===== config.mk =====
export PLATFORM = sky130hd
export DESIGN_NAME = i2c_reg_seq_init
export DESIGN_NICKNAME = d
export VERILOG_FILES = /design/src/rtl/i2c_reg_seq_init.sv
export SDC_FILE = /design/constraint.sdc
export NUM_CORES = 1
export LEC_CHECK = 0
export ABC_AREA = 1
export ABC_CLOCK_PERIOD_IN_PS = 2450
export CAP_MARGIN = 10
export CORE_ASPECT_RATIO = 1.4
export CORE_MARGIN = 2
export CORE_UTILIZATION = 55
export CTS_BUF_LIST = sky130_fd_sc_hd__clkbuf_4 sky130_fd_sc_hd__clkbuf_8
export CTS_CLUSTER_DIAMETER = 60
export DETAILED_ROUTE_END_ITERATION = 8
export PLACE_DENSITY = 0.82
export SETUP_SLACK_MARGIN = 0.1
export SYNTH_ARGS = -nofsm -noshare
export SYNTH_HDL_FRONTEND = slang
export SYNTH_SLANG_ARGS = --single-unit

===== constraint.sdc =====
create_clock -name clk_ref -period 2.45 [get_ports clk_ref]
set_clock_uncertainty 0.05 [all_clocks]
set_input_delay 0.49 -clock clk_ref [delete_from_list [all_inputs] [get_ports clk_ref]]
set_output_delay 0.49 -clock clk_ref [all_outputs]
set_load 0.01 [all_outputs]

===== src/rtl/i2c_reg_seq_init.sv =====
// Register-table sequencer: walks a {reg,data} table through an I2C controller with NACK/timeout retry,
// back-off and hot-plug re-init. Optional macro HPD_DEBOUNCE_EN enables a 4096-cycle hdmi_tx_int debounce.
module i2c_reg_seq_init #(
    parameter int          NUM_REGS   = 31,
    parameter int          IDX_W      = 5,
    parameter logic [7:0]  DEV_ADDR   = 8'h72,
    parameter int          MAX_RETRY  = 7,
    parameter int          BACKOFF    = 2000,
    parameter int          TIMEOUT    = 200000,
    parameter int          AUTO_START = 1
) (
    input  logic             clk_ref,
    input  logic             reset,
    input  logic             go,
    input  logic             hdmi_tx_int,
    output logic [IDX_W-1:0] tbl_idx,
    input  logic [15:0]      tbl_data,
    output logic             i2c_start,
    output logic [7:0]       i2c_dev_addr,
    output logic [15:0]      i2c_reg_data,
    input  logic             i2c_ready,
    input  logic             i2c_ack,
    output logic             busy,
    output logic             done,
    output logic             error,
    output logic [3:0]       retry_cnt,
    output logic [2:0]       state_out
);

    localparam int TMO_W = $clog2(TIMEOUT + 1);
    localparam int BO_W  = $clog2(BACKOFF + 1);

    typedef enum logic [2:0] {
        S_IDLE    = 3'd0,
        S_LOAD    = 3'd1,
        S_REQ     = 3'd2,
        S_WAIT    = 3'd3,
        S_NEXT    = 3'd4,
        S_BACKOFF = 3'd5,
        S_DONE    = 3'd6,
        S_FAIL    = 3'd7
    } state_t;

    state_t           r_state;
    logic [IDX_W-1:0] r_idx;
    logic [15:0]      r_reg_data;
    logic             r_start;
    logic             r_busy;
    logic             r_done;
    logic             r_error;
    logic [3:0]       r_retry;
    logic [TMO_W-1:0] r_tmo;
    logic [BO_W-1:0]  r_bo;
    logic             r_auto;
    logic             r_go_m, r_go_s;
    logic             r_int_m, r_int_s;
    logic             w_hpd_trig;
    logic             w_start_pass;
    logic             w_retry;

    // hdmi_tx_int idles high, so its synchroniser resets to the inactive level.
    always_ff @(posedge clk_ref or posedge reset) begin
        if (reset) begin
            r_go_m  <= 1'b0;
            r_go_s  <= 1'b0;
            r_int_m <= 1'b1;
            r_int_s <= 1'b1;
        end else begin
            r_go_m  <= go;
            r_go_s  <= r_go_m;
            r_int_m <= hdmi_tx_int;
            r_int_s <= r_int_m;
        end
    end

`ifdef HPD_DEBOUNCE_EN
    logic [12:0] r_db;

    always_ff @(posedge clk_ref or posedge reset) begin
        if (reset) begin
            r_db <= 13'd0;
        end else if (r_int_s) begin
            r_db <= 13'd0;
        end else if (r_db != 13'd4096) begin
            r_db <= r_db + 13'd1;
        end
    end

    assign w_hpd_trig = (r_db == 13'd4096);
`else
    assign w_hpd_trig = ~r_int_s;
`endif

    always_comb begin
        w_start_pass = 1'b0;
        case (r_state)
            S_IDLE:  w_start_pass = r_go_s | r_auto;
            S_DONE:  w_start_pass = r_go_s | w_hpd_trig;
            S_FAIL:  w_start_pass = r_go_s;
            default: w_start_pass = 1'b0;
        endcase
    end

    assign w_retry = (i2c_ready & ~i2c_ack) | (r_tmo == TMO_W'(TIMEOUT - 1));

    always_ff @(posedge clk_ref or posedge reset) begin
        if (reset) begin
            r_state    <= S_IDLE;
            r_idx      <= '0;
            r_reg_data <= 16'h0000;
            r_start    <= 1'b0;
            r_busy     <= 1'b0;
            r_done     <= 1'b0;
            r_error    <= 1'b0;
            r_retry    <= 4'd0;
            r_tmo      <= '0;
            r_bo       <= '0;
            r_auto     <= (AUTO_START != 0);
        end else begin
            r_auto <= 1'b0;
            if (w_start_pass) begin
                r_state <= S_LOAD;
                r_idx   <= '0;
                r_done  <= 1'b0;
                r_error <= 1'b0;
                r_busy  <= 1'b1;
                r_retry <= 4'd0;
            end else begin
                case (r_state)
                    S_LOAD: begin
                        r_reg_data <= tbl_data;
                        r_start    <= 1'b1;
                        r_state    <= S_REQ;
                    end
                    S_REQ: begin
                        // The controller dropping ready is taken as acceptance of the request.
                        if (!i2c_ready) begin
                            r_start <= 1'b0;
                            r_tmo   <= '0;
                            r_state <= S_WAIT;
                        end
                    end
                    S_WAIT: begin
                        if (i2c_ready && i2c_ack) begin
                            r_state <= S_NEXT;
                        end else if (w_retry) begin
                            if (r_retry < 4'(MAX_RETRY)) begin
                                r_retry <= r_retry + 4'd1;
                                r_bo    <= '0;
                                r_state <= S_BACKOFF;
                            end else begin
                                r_error <= 1'b1;
                                r_busy  <= 1'b0;
                                r_state <= S_FAIL;
                            end
                        end else begin
                            r_tmo <= r_tmo + 1'b1;
                        end
                    end
                    S_BACKOFF: begin
                        if (r_bo == BO_W'(BACKOFF - 1)) begin
                            r_start <= 1'b1;
                            r_state <= S_REQ;
                        end else begin
                            r_bo <= r_bo + 1'b1;
                        end
                    end
                    S_NEXT: begin
                        r_retry <= 4'd0;
                        if (r_idx == IDX_W'(NUM_REGS - 1)) begin
                            r_done  <= 1'b1;
                            r_busy  <= 1'b0;
                            r_state <= S_DONE;
                        end else begin
                            r_idx   <= r_idx + 1'b1;
                            r_state <= S_LOAD;
                        end
                    end
                    default: r_state <= r_state;
                endcase
            end
        end
    end

    assign tbl_idx      = r_idx;
    assign i2c_start    = r_start;
    assign i2c_dev_addr = DEV_ADDR;
    assign i2c_reg_data = r_reg_data;
    assign busy         = r_busy;
    assign done         = r_done;
    assign error        = r_error;
    assign retry_cnt    = r_retry;
    assign state_out    = r_state;

endmodule


==> flow_metrics.py, run 1 <==
metrics = {
    "status": {
        "status": "completed",
    },
    "routing": {
        "wirelength_um": 8395,
        "first_iter_violations": 220,
        "viasPerCell": 5.382,
        "drtAntennaViolNets": 0,
        "wire_per_inst_um": 14.13,
        "drcViolationCount": 0,
        "vias": 3197,
        "dr.pass1.iters": 4,
    },
    "layout": {
        "final_net_count": 542,
        "syn2layout_area_growth_pct": 23.49,
        "multiInputGateArea_um2": 1782,
        "instances_no_fill": 594,
        "drive_gt1_share_pct": 12.12,
        "fin_util_pct": 69.26,
        "final_cell_area_um2": 4519,
        "seq_area_um2": 1655,
        "fill_cells": 517,
        "antennaDiodeCount": 0,
    },
    "pwr": {
        "switching_share_pct": 35.88,
        "total_leakage_power_nw": 2.072,
        "power.density_nw_per_um2": 1026,
        "power_frac_comb_pct": 39.6,
        "p_total_mw": 4.637,
        "p_sw_mw": 1.664,
        "clkPwrFrac_pct": 27.0,
        "seqPwrFrac_pct": 33.3,
        "vdd_drop_max_uv": 484.8,
        "p_int_mw": 2.974,
    },
    "logic_synthesis": {
        "synth.avg_cell_area_um2": 8.043,
        "synth_top_area_cell": "dfrtp_1",
        "synth_edf_count": 0,
        "yosysTopAreaCellShare_pct": 43.08,
        "synth-seq-area-share_pct": 45.23,
        "yosysWarnings": 0,
        "yosys-top-cells-area": "dfrtp_1, nand2_1, nor2_1",
        "synth.ff_latch_count": 66,
        "synthArstFlopShare_pct": 100.0,
        "ys.flop_type": "dfrtp_1",
        "synthCells": 455,
        "synthDistinctLibCells": 38,
        "syn_area_um2": 3660,
    },
    "setup_path": {
        "critical_path_class": "reg -> reg",
        "cp-startpoint": "r_tmo[0]",
        "startpoint_type": "flop",
        "r2r_slack_ns": 0.36,
        "critPathMaxFanout": 26,
        "endpoint_kind": "flop",
        "r2r-start": "r_tmo[0]",
        "worstPathRequired_ns": 2.64,
        "critPathArrivalTime_ns": 2.28,
    },
    "clocking": {
        "clock_latency_ns": 0.35,
        "ctsHoldBuffers": 0,
        "cts_buffers": 9,
        "clkTransAtPathRegs_ns": 0.07,
        "cts_tree": "yes",
        "clock_sinks": 66,
        "clock-root-buffer": "clkbuf_8",
        "htree_levels": 3,
        "clk_path_buf_depth": 2,
    },
    "grt": {
        "grt_pass1_vias": 3085,
        "grt_max_degree": 33,
        "grt_use_met3_pct": 4.600,
        "antenna_found_initial": 0,
        "met1_usage_pct": 28.88,
        "track_usage_pct": 24.53,
        "grt_pass1_wl_um": 14020,
        "grt-busiest-layer": "met2",
        "use_met2_pct": 43.08,
        "grt-ovfl-total": 0,
    },
    "floorplan": {
        "core_area_um2": 6525,
        "die_height_um": 100.5,
        "io_pins": 62,
        "initial_utilization_pct": 56.09,
        "dieWidth_um": 72.94,
        "num_rows": 35,
        "die_area_um2": 7332,
    },
    "sta": {
        "min_period_over_period_pct": 85.32,
        "min_period_ns": 2.090,
        "maxSlewHeadroom_pct": 49.19,
        "slew_violations": 0,
        "totalNegativeSetupSlack_ns": 0,
        "rsz0062_at_grt": "no",
        "fmax_mhz": 478.4,
        "finalHoldViolCount": 0,
        "setup_viol": 0,
        "worst_pin_slew_ns": 0.7600,
    },
    "run": {
        "max_cap_viol_count": 0,
    },
    "hold_path": {
        "hold_start": "r_go_m",
        "hold_path_class": "reg -> reg",
    },
    "placed_design": {
        "hpwl_um": 6065,
        "dp_cells": 577,
        "portBuffers": 53,
        "gp_congestion": 0.9407,
        "dpl_cell_area_um2": 4229,
    },
}
==> Yosys cell counts (4+ instances only) <==
library cell / number
buf_4: 10
inv_1: 31
mux2_2: 16
dfrtp_1: 63
nor2_1: 58
o21ai_0: 12
inv_2: 4
nand2_1: 137
a21oi_1: 4
nand3_1: 38
xor2_1: 12
nor3b_1: 4
nand4_1: 7
o21ai_1: 9
ha_1: 5
xnor2_1: 4
nor3_1: 5
==> kinds of logic after synthesis <==
kind of cell             Yosys count  synth area share (%)
AO/OA/AOI/OAI                     32                 5.060
XOR/XNOR                          16                 3.829
adder cells (fa/ha/maj)            5                 1.709
buffers and inverters             52                 7.042
flip-flops                        66                 45.23
multiplexers                      16                 4.923
other                              2                0.2052
AND/OR/NAND/NOR                  266                 32.00
==> power by group through the flow <==
stage / logic (mW) / registers (mW) / clock network, mW
2_1_floorplan: 1.09 / 1.62 / 0
3_3_place_gp: 1.74 / 1.55 / 0
3_5_place_dp: 1.79 / 1.57 / 0
4_1_cts: 1.82 / 1.55 / 1.27
5_1_grt: 2.02 / 1.59 / 1.32
6_report: 1.84 / 1.55 / 1.25
==> metrics by stage <==
step | worst slack, ns | hold WS [ns]
after detailed placement | 0.1935 | 0.2940
final | 0.3597 | 0.3054
after global routing | 0.1744 | 0.3166
after floorplan | 0.2602 | 0.2812
after global placement | 0.2874 | 0.2835
after CTS | 0.2692 | 0.3056
==> worst paths after layout <==
| kind | cells past startpoint | end |
|---|---|---|
| min in group asynchronous | 2 | i2c_reg_data[4] |
| setup reg to reg | 10 | r_tmo[8] |
| max in group asynchronous | 3 | r_int_s |
| setup / recovery | 10 | r_tmo[8] |
| hold reg to reg | 0 | r_go_s |
| hold / removal | 0 | r_go_s |
==> sequential cells by signal (all words and copies together), names as in the netlist <==
signal,flops
i2c_start,1
busy,1
error,1
tbl_idx,5
i2c_reg_data,16
r_auto,1
done,1
r_go_s,1
r_int_s,1
r_bo,11
r_go_m,1
state_out,3
r_int_m,1
retry_cnt,4
r_tmo,18
==> cell type report <==
class | count | share of cell area [%]
clock buffer | 10 | 3.045
clock inverter | 6 | 3.018
inverter | 36 | 2.990
multi-input combinational | 344 | 39.42
sequential | 66 | 36.63
tap | 74 | 2.049
timing repair buffer | 58 | 12.85
==> critical path, stage by stage (launching register included) <==
cell and delay, ns:
dfrtp_1 0.44, ha_1 0.26, nand2_1 0.11, nor2_2 0.21, nand3_1 0.18, nand2_1 0.16
nand2_2 0.12, nand2_8 0.17, inv_2 0.13, nand2_1 0.09, o21ai_2 0.05
==> cell usage in the layout, fill, tap and decap left out, types with 2 or more instances in the layout <==
| cell type | count |
|---|---|
| o21ai_0 | 12 |
| buf_4 | 4 |
| bufinv_16 | 4 |
| or2_2 | 2 |
| inv_2 | 5 |
| xnor2_1 | 4 |
| nor2_2 | 3 |
| dfrtp_1 | 63 |
| xor2_1 | 12 |
| inv_1 | 30 |
| nand4_1 | 7 |
| clkbuf_8 | 10 |
| nand2_2 | 2 |
| o21ai_1 | 9 |
| nand3_1 | 38 |
| clkdlybuf4s50_1 | 53 |
| nor3_1 | 5 |
| dfstp_2 | 3 |
| mux2_2 | 16 |
| nand3_2 | 2 |
| conb_1 | 9 |
| nor2_4 | 3 |
| o21ai_2 | 2 |
| nor3b_1 | 4 |
| ha_1 | 5 |
| nand2_1 | 137 |
| a21oi_1 | 4 |
| nor2_1 | 58 |
==> metal layers <==
| metal | part of all wire [%] | vias up | routed length (um) |
|---|---|---|---|
| met5 | 0 | - | 0 |
| li1 | - | 1566 | - |
| met3 | 3.0 | 21 | 251 |
| met2 | 55 | 59 | 4637 |
| met1 | 39 | 1551 | 3314 |
| met4 | 2.3 | 0 | 191 |
==> what timing repair did <==
action / CTS / global route
setup endpoints to repair: 0 / 10
setup buffers: 0 / 1
gates resized for setup: 0 / 1
No activity file was read; power rests on OpenSTA's default activity.
==> run 2, diff against run 1 <==
--- a/config.mk
+++ b/config.mk
@@ -7,7 +7,7 @@
 export LEC_CHECK = 0
 export ABC_AREA = 1
 export ABC_CLOCK_PERIOD_IN_PS = 2450
-export CAP_MARGIN = 10
+export CAP_MARGIN = 20
 export CORE_ASPECT_RATIO = 1.4
 export CORE_MARGIN = 2
 export CORE_UTILIZATION = 55
==> results of run 2 <==
Final layout, timing and power as in run 1 (identical DEF).
==> run 3, diff against run 2 <==
--- a/config.mk
+++ b/config.mk
@@ -15,7 +15,6 @@
 export CTS_CLUSTER_DIAMETER = 60
 export DETAILED_ROUTE_END_ITERATION = 8
 export PLACE_DENSITY = 0.82
-export SETUP_SLACK_MARGIN = 0.1
 export SYNTH_ARGS = -nofsm -noshare
 export SYNTH_HDL_FRONTEND = slang
 export SYNTH_SLANG_ARGS = --single-unit
==> run 3 against run 2 <==
Global-route usage unchanged. Design area decreased by 0.36%. Register-to-register slack worse by 0.12 ns. Worst hold slack hardly changed. Via count shrank 0.69%. Die area is the same. Fmax is 5.5% lower.
==> flow_metrics.py, run 3 (synthesis results as in run 1) <==
metrics = {
    "layout": {
        "syn2layout_area_growth_pct": 23.04,
        "regMostFlops": "r_tmo",
        "final_net_count": 541,
        "final_common_cell": "nand2_1",
        "antennaDiodeCount": 0,
        "largest_register_ff_count": 18,
        "fin_util_pct": 69.01,
        "layout_common_cells": "nand2_1, dfrtp_1, nor2_1",
        "drive_gt1_share_pct": 11.95,
    },
    "grt": {
        "use_met2_pct": 43.08,
        "grt-busiest-layer": "met2",
        "met1_usage_pct": 28.88,
        "grt_use_met3_pct": 4.600,
        "track_usage_pct": 24.53,
        "grt_pass1_wl_um": 14020,
        "antenna_found_initial": 0,
        "grt_pass1_vias": 3085,
        "grt-ovfl-total": 0,
        "grt_max_degree": 33,
    },
    "pwr": {
        "total_leakage_power_nw": 2.067,
        "vdd_drop_max_uv": 492.3,
        "power.density_nw_per_um2": 1022,
    },
    "floorplan": {
        "dieWidth_um": 72.94,
        "num_rows": 35,
        "initial_utilization_pct": 56.09,
        "io_pins": 62,
        "core_area_um2": 6525,
        "die_area_um2": 7332,
        "die_height_um": 100.5,
    },
    "sta": {
        "slew_violations": 0,
        "setup_viol": 0,
        "min_period_over_period_pct": 90.27,
        "totalNegativeSetupSlack_ns": 0,
        "fmax_mhz": 452.2,
        "timing.hold.ws_ns": 0.3053,
        "rsz0062_at_grt": "no",
        "worst_pin_slew_ns": 0.7600,
        "min_period_ns": 2.212,
        "finalHoldViolCount": 0,
        "maxSlewHeadroom_pct": 49.19,
    },
    "routing": {
        "viasPerCell": 5.354,
        "drtAntennaViolNets": 0,
        "dr.pass1.iters": 4,
        "wire_per_inst_um": 14.03,
        "drcViolationCount": 0,
        "first_iter_violations": 209,
        "vias": 3175,
        "wirelength_um": 8319,
    },
    "clocking": {
        "ctsHoldBuffers": 0,
        "clk_path_buf_depth": 2,
        "clock_sinks": 66,
        "clkTransAtPathRegs_ns": 0.07,
        "htree_levels": 3,
        "cts_buffers": 9,
        "postCtsSetupBuffers": 0,
        "cts_tree": "yes",
        "clock_latency_ns": 0.36,
        "ctsResizeCount": 0,
        "clock-root-buffer": "clkbuf_8",
    },
    "placed_design": {
        "hpwl_um": 6065,
        "gp_congestion": 0.9407,
        "portBuffers": 53,
    },
    "setup_path": {
        "r2r_slack_ns": 0.24,
        "r2r_end": "r_bo[10]",
        "r2r-start": "r_tmo[0]",
        "critPathArrivalTime_ns": 2.41,
        "critPathMaxFanout": 11,
        "r2r_cells": 8,
        "critical_path_class": "reg -> reg",
        "endpoint_kind": "flop",
        "worstPathRequired_ns": 2.65,
        "startpoint_type": "flop",
    },
    "run": {
        "max_cap_viol_count": 0,
    },
    "hold_path": {
        "hold_path_class": "reg -> reg",
        "hold_path_end": "r_go_s",
        "holdPathStages": 0,
        "hold_start": "r_go_m",
    },
    "status": {
        "status": "completed",
    },
}
## run 3: final cells by class
class | count | area, um^2
clock buffer | 10 | 137.6
clock inverter | 6 | 136.4
fill | 522 | 2022
inverter | 36 | 135.1
multi-input combinational | 344 | 1773
sequential | 66 | 1655
tap | 74 | 92.59
timing repair buffer | 57 | 573.1
## run 3: worst max-delay path, cell delays in order, from the launching register on
cell	delay (ns)
dfrtp_1	0.44
ha_1	0.26
nand2_1	0.11
nor2_2	0.21
nand3_1	0.18
nand3_1	0.18
nand4_1	0.41
nand2_1	0.20
nand2_1	0.07
## run 3: layer usage
| metal | vias up | wire length, um |
|---|---|---|
| li1 | 1562 | - |
| met1 | 1540 | 3268 |
| met2 | 59 | 4650 |
| met3 | 14 | 248 |
| met4 | 0 | 153 |
| met5 | - | 0 |
## run 3: worst max path at each step
| stage | from | endpoint | slack (ns) | depth (start not counted) |
|---|---|---|---|---|
| 3_3_place_gp | i2c_ready | r_bo[9] | 0.29 | 7 |
| 3_5_place_dp | i2c_ready | r_bo[1] | 0.19 | 7 |
| 2_1_floorplan | reset | busy | 0.26 | 1 |
| 4_1_cts | r_tmo[0] | r_bo[1] | 0.27 | 8 |
| 5_1_grt | r_tmo[0] | r_bo[6] | 0.07 | 8 |
| 6_report | r_tmo[0] | r_bo[10] | 0.24 | 8 |
## run 3: through the flow
step	std cells	setup WS (ns)	power [mW]	instance area [um^2]
2_1_floorplan	462	0.2602	2.706	3686
3_3_place_gp	577	0.2874	3.287	4229
3_5_place_dp	577	0.1935	3.357	4229
4_1_cts	593	0.2692	4.637	4503
5_1_grt	593	0.06657	4.896	4503
6_report	593	0.2385	4.604	4503
## run 3: power by group
part	internal [mW]	switching (mW)	total [mW]	leakage [nW]
logic	0.807	0.994	1.80	1.08
registers	1.34	0.207	1.55	0.856
clock network	0.810	0.447	1.26	0.133
